`config.mk`:
```
export PLATFORM = sky130hd
export DESIGN_NAME = avion_io_responder
export DESIGN_NICKNAME = d
export VERILOG_FILES = /design/src/rtl/avion_io_responder.sv
export SDC_FILE = /design/constraint.sdc
export NUM_CORES = 1
export LEC_CHECK = 0
export BUFFER_PORTS_ARGS = -buffer_cell sky130_fd_sc_hd__buf_2
export CORE_UTILIZATION = 38
export DETAILED_ROUTE_END_ITERATION = 16
export GPL_TIMING_DRIVEN = 0
export PLACE_DENSITY_LB_ADDON = 0.25
export SYNTH_ARGS = -nofsm -noshare
export SYNTH_HDL_FRONTEND = slang
export SYNTH_SLANG_ARGS = --single-unit
```
`constraint.sdc`:
```
create_clock -name clk -period 2.7 [get_ports clk]
set_input_delay 0.405 -clock clk [delete_from_list [all_inputs] [get_ports clk]]
set_output_delay 0.405 -clock clk [all_outputs]
set_load 0.02 [all_outputs]
```
`src/rtl/avion_io_responder.sv`:
```
`default_nettype none
// ============================================================================
// Module   : avion_io_responder
// Purpose  : Memory-mapped I/O responder on the avion_cpu memory bus. Claims
//            a 4-word window (BASE_ADDR..BASE_ADDR+3). The window holds:
//              +0 TXDATA  : push into the transmit FIFO / read the FIFO head
//              +1 STATUS  : {count[2:0], overflow, full, empty}; writing
//                           bit2 = 1 clears overflow
//              +2 CYCLE   : free-running cycle counter, loadable
//              +3 SCRATCH : plain read/write register
//            Read data is registered (one-cycle latency, like blram) and
//            o_sel tells the top level which source to mux in.
// Ports    : clk, rst          - clock, synchronous active-high reset
//            i_we, i_addr,
//            i_data_in         - shared bus write enable / address / data
//            o_data_out, o_sel - registered read data and window-hit flag
//            o_tx_data,
//            o_tx_valid,
//            i_tx_ready        - FIFO drain handshake to the consumer
//            o_overflow        - sticky flag: push attempted while full
// Revision : 1.0 - initial release
// ============================================================================
module avion_io_responder #(
  parameter int ADDRESS_WIDTH = 6,
  parameter int DATA_WIDTH    = 10,
  parameter int BASE_ADDR     = 60,
  parameter int FIFO_DEPTH    = 4
) (
  input  logic                     clk,
  input  logic                     rst,
  input  logic                     i_we,
  input  logic [ADDRESS_WIDTH-1:0] i_addr,
  input  logic [DATA_WIDTH-1:0]    i_data_in,
  output logic [DATA_WIDTH-1:0]    o_data_out,
  output logic                     o_sel,
  output logic [DATA_WIDTH-1:0]    o_tx_data,
  output logic                     o_tx_valid,
  input  logic                     i_tx_ready,
  output logic                     o_overflow
);

  // A single-entry FIFO still needs a 1-bit pointer to index the array.
  localparam int c_PTR_W = (FIFO_DEPTH > 1) ? $clog2(FIFO_DEPTH) : 1;

  localparam logic [ADDRESS_WIDTH-1:0] c_BASE     = ADDRESS_WIDTH'(BASE_ADDR);
  localparam logic [c_PTR_W-1:0]       c_PTR_LAST = c_PTR_W'(FIFO_DEPTH - 1);
  localparam logic [2:0]               c_DEPTH    = 3'(FIFO_DEPTH);

  localparam logic [1:0] c_OFF_TXDATA  = 2'd0;
  localparam logic [1:0] c_OFF_STATUS  = 2'd1;
  localparam logic [1:0] c_OFF_CYCLE   = 2'd2;
  localparam logic [1:0] c_OFF_SCRATCH = 2'd3;

  // --------------------------------------------------------------------------
  // State
  // --------------------------------------------------------------------------
  logic [DATA_WIDTH-1:0] mem_q [FIFO_DEPTH];
  logic [c_PTR_W-1:0]    rd_ptr_q, rd_ptr_d;
  logic [c_PTR_W-1:0]    wr_ptr_q, wr_ptr_d;
  logic [2:0]            count_q,  count_d;
  logic                  ovf_q,    ovf_d;
  logic [DATA_WIDTH-1:0] cycle_q,  cycle_d;
  logic [DATA_WIDTH-1:0] scratch_q, scratch_d;
  logic [DATA_WIDTH-1:0] data_out_q, data_out_d;
  logic                  sel_q,    sel_d;

  // --------------------------------------------------------------------------
  // Decode
  // --------------------------------------------------------------------------
  logic                  w_hit;
  logic [1:0]            w_off;
  logic                  w_empty;
  logic                  w_full;
  logic                  w_push;
  logic                  w_pop;
  logic                  w_push_ok;
  logic                  w_ovf_clr;
  logic [DATA_WIDTH-1:0] w_head;
  logic [DATA_WIDTH-1:0] w_status;
  logic [DATA_WIDTH-1:0] w_rdata;

  assign w_hit   = (i_addr[ADDRESS_WIDTH-1:2] == c_BASE[ADDRESS_WIDTH-1:2]);
  assign w_off   = i_addr[1:0];
  assign w_empty = (count_q == 3'd0);
  assign w_full  = (count_q == c_DEPTH);

  // Head is forced to zero when empty so stale array contents never leak
  // onto o_tx_data or a TXDATA read.
  assign w_head  = w_empty ? '0 : mem_q[rd_ptr_q];

  assign w_push    = i_we && w_hit && (w_off == c_OFF_TXDATA);
  assign w_pop     = !w_empty && i_tx_ready;
  // A push into a full FIFO is only accepted when a pop frees the slot
  // on the same edge.
  assign w_push_ok = w_push && (!w_full || w_pop);
  assign w_ovf_clr = i_we && w_hit && (w_off == c_OFF_STATUS) && i_data_in[2];

  function automatic logic [c_PTR_W-1:0] f_ptr_inc(input logic [c_PTR_W-1:0] p);
    return (p == c_PTR_LAST) ? '0 : p + c_PTR_W'(1);
  endfunction

  always_comb begin
    w_status      = '0;
    w_status[5:0] = {count_q, ovf_q, w_full, w_empty};
  end

  // Read mux uses pre-edge state, giving read-before-write behaviour.
  always_comb begin
    w_rdata = '0;
    case (w_off)
      c_OFF_TXDATA:  w_rdata = w_head;
      c_OFF_STATUS:  w_rdata = w_status;
      c_OFF_CYCLE:   w_rdata = cycle_q;
      c_OFF_SCRATCH: w_rdata = scratch_q;
      default:       w_rdata = '0;
    endcase
  end

  // --------------------------------------------------------------------------
  // Next-state logic
  // --------------------------------------------------------------------------
  always_comb begin
    rd_ptr_d   = rd_ptr_q;
    wr_ptr_d   = wr_ptr_q;
    count_d    = count_q;
    ovf_d      = ovf_q;
    cycle_d    = cycle_q + DATA_WIDTH'(1);
    scratch_d  = scratch_q;
    data_out_d = w_hit ? w_rdata : '0;
    sel_d      = w_hit;

    if (w_pop) begin
      rd_ptr_d = f_ptr_inc(rd_ptr_q);
    end
    if (w_push_ok) begin
      wr_ptr_d = f_ptr_inc(wr_ptr_q);
    end else if (w_push) begin
      ovf_d = 1'b1;
    end

    if (w_push_ok && !w_pop) begin
      count_d = count_q + 3'd1;
    end else if (!w_push_ok && w_pop) begin
      count_d = count_q - 3'd1;
    end

    if (w_ovf_clr) begin
      ovf_d = 1'b0;
    end
    if (i_we && w_hit && (w_off == c_OFF_CYCLE)) begin
      cycle_d = i_data_in;
    end
    if (i_we && w_hit && (w_off == c_OFF_SCRATCH)) begin
      scratch_d = i_data_in;
    end
  end

  // --------------------------------------------------------------------------
  // Registers
  // --------------------------------------------------------------------------
  always_ff @(posedge clk) begin
    if (rst) begin
      rd_ptr_q   <= '0;
      wr_ptr_q   <= '0;
      count_q    <= '0;
      ovf_q      <= 1'b0;
      cycle_q    <= '0;
      scratch_q  <= '0;
      data_out_q <= '0;
      sel_q      <= 1'b0;
    end else begin
      rd_ptr_q   <= rd_ptr_d;
      wr_ptr_q   <= wr_ptr_d;
      count_q    <= count_d;
      ovf_q      <= ovf_d;
      cycle_q    <= cycle_d;
      scratch_q  <= scratch_d;
      data_out_q <= data_out_d;
      sel_q      <= sel_d;
    end
  end

  // Storage needs no reset: the head is masked while the FIFO is empty.
  always_ff @(posedge clk) begin
    if (!rst && w_push_ok) begin
      mem_q[wr_ptr_q] <= i_data_in;
    end
  end

  assign o_data_out = data_out_q;
  assign o_sel      = sel_q;
  assign o_tx_data  = w_head;
  assign o_tx_valid = !w_empty;
  assign o_overflow = ovf_q;

endmodule
`default_nettype wire

```
==> results of run 1 <==
-- power by group through the flow --
stage | clock network (µW) | registers [µW] | logic, µW
final | 956 | 1390 | 860
after global routing | 1020 | 1390 | 943
after global placement | 0 | 1410 | 856
after floorplan | 0 | 1400 | 609
after detailed placement | 0 | 1420 | 867
after CTS | 971 | 1390 | 869
-- stage by stage --
| step | cell area (µm²) | hold slack, ns | cells | util, % | power, µW |
|---|---|---|---|---|---|
| 3_3_place_gp | 3980 | 0.454 | 462 | 43.1 | 2270 |
| 6_report | 4210 | 0.321 | 478 | 45.5 | 3210 |
| 3_5_place_dp | 4000 | 0.465 | 462 | 43.3 | 2280 |
| 5_1_grt | 4210 | 0.319 | 478 | 45.5 | 3350 |
| 2_1_floorplan | 3610 | 0.445 | 292 | - | 2010 |
| 4_1_cts | 4210 | 0.317 | 478 | 45.5 | 3230 |
-- cell families (layout without fill, tap and decap cells) --
family	Yosys count	count (layout)
adders and majority gates	8	8
AOI/OAI and AO/OA	42	42
muxes	31	31
DFF	81	81
xor gates and xnor gates	5	5
and+or+nand+nor	95	95
buffers and inverters	30	87
-- state kept, by name, summed over array words and instances (netlist names), named ones only --
signal / count
cycle_q: 10
o_overflow: 1
rd_ptr_q: 2
wr_ptr_q: 2
o_data_out: 10
o_sel: 1
count_q: 3
scratch_q: 10
mem_q: 40
-- critical path: cells and delay by family (launching register included) --
family                   cells  cell delay (ns)
AND/OR/NAND/NOR              3             1.04
AO/OA/AOI/OAI                1             0.15
flip-flops                   1             0.34
adder cells (fa/ha/maj)      2             0.40
buffers and inverters        3             0.35
XOR/XNOR                     1             0.07
-- layer usage --
layer	up-vias	track usage, %	routed length (µm)	share of wire (%)
met5	-	0	0	0
met4	0	6.79	100	1.2
met3	6	3.58	350	4.2
met2	67	30.0	3910	46
met1	1225	24.1	4050	48
li1	1209	-	-	-
-- path summary, 6_finish.rpt --
| path | startpoint | to | slack [ns] | depth (start not counted) |
|---|---|---|---|---|
| setup / recovery | count_q[0]$_SDFFE_PP0P_ | count_q[2]$_SDFFE_PP0P_ | 0.28 | 10 |
| hold / removal | i_data_in[1] | mem_q[1][1]$_DFFE_PP_ | 0.32 | 1 |
| setup reg to reg | count_q[0]$_SDFFE_PP0P_ | count_q[2]$_SDFFE_PP0P_ | 0.28 | 10 |
| hold reg to reg | scratch_q[6]$_SDFFE_PP0P_ | scratch_q[6]$_SDFFE_PP0P_ | 0.48 | 2 |
-- cell type report --
| cell class | instances | area [µm²] |
|---|---|---|
| fillers | 853 | 5030 |
| multi-input cells | 181 | 1490 |
| inverters | 10 | 37.5 |
| clock inverters | 6 | 81.3 |
| well taps | 129 | 161 |
| repair buffers | 41 | 205 |
| clock buffers | 10 | 128 |
| flip-flops and latches | 81 | 2020 |
| plain buffers | 20 | 85.1 |
-- synth_stat cells (all sizes together) --
cell,n
dfxtp,41
edfxtp,40
nand2b,22
mux2i,17
clkbuf,14
nand3,12
a21oi,11
and2,10
inv,10
mux4,10
nor4,9
nor2,8
ha,7
buf,6
nand4,6
nor3b,6
a211oi,5
a311oi,5
nor3,5
o31ai,5
or3,5
a221oi,4
a32oi,4
mux2,4
nand2,4
o21ai,4
xor2,3
or4,2
xnor2,2
a2111oi,1
a211o,1
a31oi,1
and4,1
fa,1
nand3b,1
nor2b,1
nor4b,1
o41ai,1
or2,1
or4b,1
-- cell usage in the layout, fill, tap and decap left out, types with 3 or more instances in the layout --
cell type and count:
mux2i_1 17, mux2_2 4, nand2_1 4, a221oi_1 4
a32oi_1 4, a211oi_1 5, nor3_1 5, buf_2 44
mux4_2 10, nand2b_1 22, nor2_1 8, ha_1 7
clkbuf_8 9, edfxtp_1 40, or3_1 4, clkbuf_1 13
nor4_1 9, nand4_1 5, inv_1 10, xor2_1 3
o21ai_0 4, nand3_1 11, o31ai_1 5, nor3b_2 4
and2_1 10, dfxtp_1 41, a21oi_1 11, a311oi_1 5
==> results.toml, run 1 <==
[outcome]
status = "finished clean"

[power_and_ir_drop]
p_sw_uw = 1020
power_density_nw_per_um2 = 762
p_int_uw = 2190
p_leak_uw = 0.00147
p_clk_share_pct = 29.8
seqPwrFrac_pct = 43.4
p_comb_share_pct = 26.8
ir_drop_uv = 404
switching_share_pct = 31.7

[worst_setup_path]
critPathLaunchType = "register"
worstSetupPathType = "reg2reg"
critical_path_required_ns = 2.98
path_cells = "clkbuf_2, or4b_4, nand3_2, inv_1, ha_1, inv_1, fa_1, xor2_1, or3_1, a21oi_1"
worst_ep_arrival_time_ns = 2.69
crit_fanout = 7
end_kind = "register"
crit_slowest_cell = "or4b_4"
crit_top_cell = "inv_1"
cp_slowest_stage_delay_ns = 0.57

[synth]
synth_compound_area_share_pct = 8.21
synth_cells = 292
yosys.area_share.adder_pct = 2.98
avgSynthCellArea_um2 = 12.4
synthMuxAreaShare_pct = 12.2
ys_warn_count = 0
synth_cell_types = 46
synth_top_area_share_pct = 33.3
syn_area_um2 = 3610
synth_fp_nets = 320
synth_area_leaders = "edfxtp_1, dfxtp_1, mux4_2"
ys_seq_elements = 81
synth_top_area_cell = "edfxtp_1"
synth_xor_area_share_pct = 1.21
synth_seq_area_share_pct = 56.0
synthSimpleGateAreaFrac_pct = 16.0
synth_top_family_by_area = "simple AND/OR/NAND/NOR gates"

[layout]
n_antenna_cell = 0
area_growth_pct = 16.5
nets = 372
drive_gt1_share_pct = 23.8

[placement]
dp_hpwl_um = 6140
post-place-ws_ns = -0.0432
gp_congestion = 0.825
numPortBuffers = 41

[global_route]
antenna_found_initial = 0
grt.total_usage_pct = 18.3
grt_pass1_wl_um = 13300
grt_max_degree = 14
grt_pass1_vias = 2515
grt_overflow = 0

[sta]
tightest_slew_ns = 0.945
drv_slew = 0
setup_viol = 0
hold_viol_final = 0
totalNegativeSetupSlack_ns = 0
fmax_ghz = 0.414
fin_crit_ns = 2.42
rsz0062_at_grt = "false"
fin_crit_sh_pct = 89.5
skew_ns = 0.00505
slew_headroom_pct = 36.7
layout_setup_ws_ns = 0.283

[route]
ant_nets = 0
viasPerCell = 5.24
drcViolationCount = 0
route.vias.total = 2507
drt_iter0_markers = 124
drt-wirelength-per-cell_um = 17.6
finalWirelength_um = 8410
drt-pass1-iter-count = 4

[hold_path]
hp-class = "in2reg"

[die]
dieArea_um2 = 9900
row_count = 35
die_y_um = 99.5
core_um2 = 9240
die_width_um = 99.5
start_util_pct = 39.1
io_pins = 43

[clock_network]
clk_latency_ns = 0.35
tritoncts = "yes"
cts_resized = 0
cts_hold_buffers = 0
clk_pin_slew_ns = 0.08
cts_setup_buffers = 0
cts_buffer_depth = 2
h-tree-depth = 3
cts-buffers-inserted = 9
cts_sinks = 81
root_buffer = "clkbuf_8"

[run]
maxCapViolCount = 0
(Power assumes the default switching activity.)
==> run 2: changes to the inputs <==
--- a/config.mk
+++ b/config.mk
@@ -10,6 +10,7 @@
 export DETAILED_ROUTE_END_ITERATION = 16
 export GPL_TIMING_DRIVEN = 0
 export PLACE_DENSITY_LB_ADDON = 0.25
+export REMOVE_ABC_BUFFERS = 1
 export SYNTH_ARGS = -nofsm -noshare
 export SYNTH_HDL_FRONTEND = slang
 export SYNTH_SLANG_ARGS = --single-unit
==> results.toml, run 2 (same netlist as run 1, synthesis figures left out) <==
[worst_setup_path]
reg2reg_from = "count_q[0]$_SDFFE_PP0P_"
worstSetupPathType = "reg2out"
crit_fanout = 10
end_kind = "output port"
critical_path_required_ns = 2.30
critPathLaunchType = "register"
timing.reg2reg.setup_slack_ns = 0.34
r2r-end = "count_q[2]$_SDFFE_PP0P_"
worst_ep_arrival_time_ns = 2.13
ff2ff_path_depth = 9

[layout]
design_area_um2 = 4210
multi_input_area_um2 = 1500
mostFrequentLayoutCell = "buf_2"
mostFrequentLayoutCells = "buf_2, dfxtp_1, edfxtp_1"
fin_cells = 463
nets = 357
largest_register_ffs = 40
seqCellArea_um2 = 2020
regMostFlops = "mem_q"
fill_cells = 869
n_antenna_cell = 0
drive_gt1_share_pct = 25.7
area_growth_pct = 16.6

[clock_network]
clk_latency_ns = 0.34
cts-buffers-inserted = 9
cts_buffer_depth = 2
clk_pin_slew_ns = 0.08
root_buffer = "clkbuf_8"
h-tree-depth = 3
tritoncts = "yes"
cts_sinks = 81

[hold_path]
hp-class = "in2reg"
min_to = "mem_q[2][4]$_DFFE_PP_"
min_path_cells = 1
min_from = "i_data_in[4]"

[placement]
gp_congestion = 0.754
numPortBuffers = 42
place_area_um2 = 3970
dp_hpwl_um = 5610
dp_cells = 447

[die]
core_um2 = 9240
die_width_um = 99.5
dieArea_um2 = 9900
row_count = 35
start_util_pct = 39.1
die_y_um = 99.5
io_pins = 43

[sta]
rsz0062_at_grt = "false"
fin_crit_sh_pct = 93.8
setup_viol = 0
fin_crit_ns = 2.53
tightest_slew_ns = 0.960
hold_viol_final = 0
skew_ns = 0.00536
drv_slew = 0
totalNegativeSetupSlack_ns = 0
slew_headroom_pct = 35.7
fmax_ghz = 0.395

[route]
wl_met1_um = 3750
route.vias.total = 2419
drt-pass1-iter-count = 4
viasPerCell = 5.22
drcViolationCount = 0
wl_met3_um = 293
met2WireLength_um = 3980
drt_iter0_markers = 94
top_layer_used = "met4"
drt-wirelength-per-cell_um = 17.5
ant_nets = 0
finalWirelength_um = 8090

[outcome]
status = "finished clean"

[global_route]
grt_pass1_vias = 2390
grt_pass1_wl_um = 12800
grt_overflow = 0
grt_max_degree = 46
antenna_found_initial = 0
grt.total_usage_pct = 17.3

[power_and_ir_drop]
p_leak_uw = 0.00147
power_density_nw_per_um2 = 767
ir_drop_uv = 300

[run]
maxCapViolCount = 0
run 2: worst max path at each step:
stage                                           end  slack, ns      start
final                                  o_tx_data[5]       0.17   register
after global routing                   o_tx_data[7]       0.01   register
after CTS                              o_tx_data[7]       0.09   register
after detailed placement    count_q[2]$_SDFFE_PP0P_      -0.22  i_addr[0]
after global placement        mem_q[1][9]$_DFFE_PP_      -0.69  i_addr[0]
after floorplan           scratch_q[0]$_SDFFE_PP0P_       0.45  i_addr[4]
run 2: what timing repair did:
item | 4_1_cts | 5_1_grt
setup endpoints to repair | 0 | 1
hold buffers | 0 | 0
buffers inserted | 0 | 0
gates resized for setup | 0 | 1
run 2: final cells by class:
| type | instances | share of cell area [%] |
|---|---|---|
| flip-flops and latches | 81 | 48.0 |
| multi-input cells | 181 | 35.6 |
| repair buffers | 46 | 6.06 |
| clock buffers | 12 | 3.95 |
| well taps | 129 | 3.83 |
| clock inverters | 4 | 1.72 |
| inverters | 10 | 0.891 |
run 2: per-stage QoR:
stage | util (%) | hold WS [ns] | worst slack (ns) | power, µW
3_5_place_dp | 43.0 | 0.466 | -0.222 | 2240
6_report | 45.6 | 0.331 | 0.167 | 3230
2_1_floorplan | - | 0.445 | 0.455 | 1960
4_1_cts | 45.5 | 0.317 | 0.0902 | 3260
3_3_place_gp | 42.2 | 0.455 | -0.693 | 2230
5_1_grt | 45.6 | 0.318 | 0.0116 | 3380
run 2: metal layers:
layer	global-route usage, %	up-vias
met4	7.81	0
met1	22.7	1176
li1	-	1183
met3	2.67	6
met5	0	-
met2	28.5	54
run 2: report_power, final:
part | internal (µW) | leakage [µW] | switching (µW)
sequential | 1330 | 0.000691 | 107
clock | 601 | 0.000118 | 431
combinational | 313 | 0.000659 | 447
total | 2250 | 0.00147 | 985
run 2: critical path, stage by stage, from the launching register on:
cell and delay [ns]:
dfxtp_1 0.80, mux4_2 0.65, and2_1 0.18, buf_2 0.15
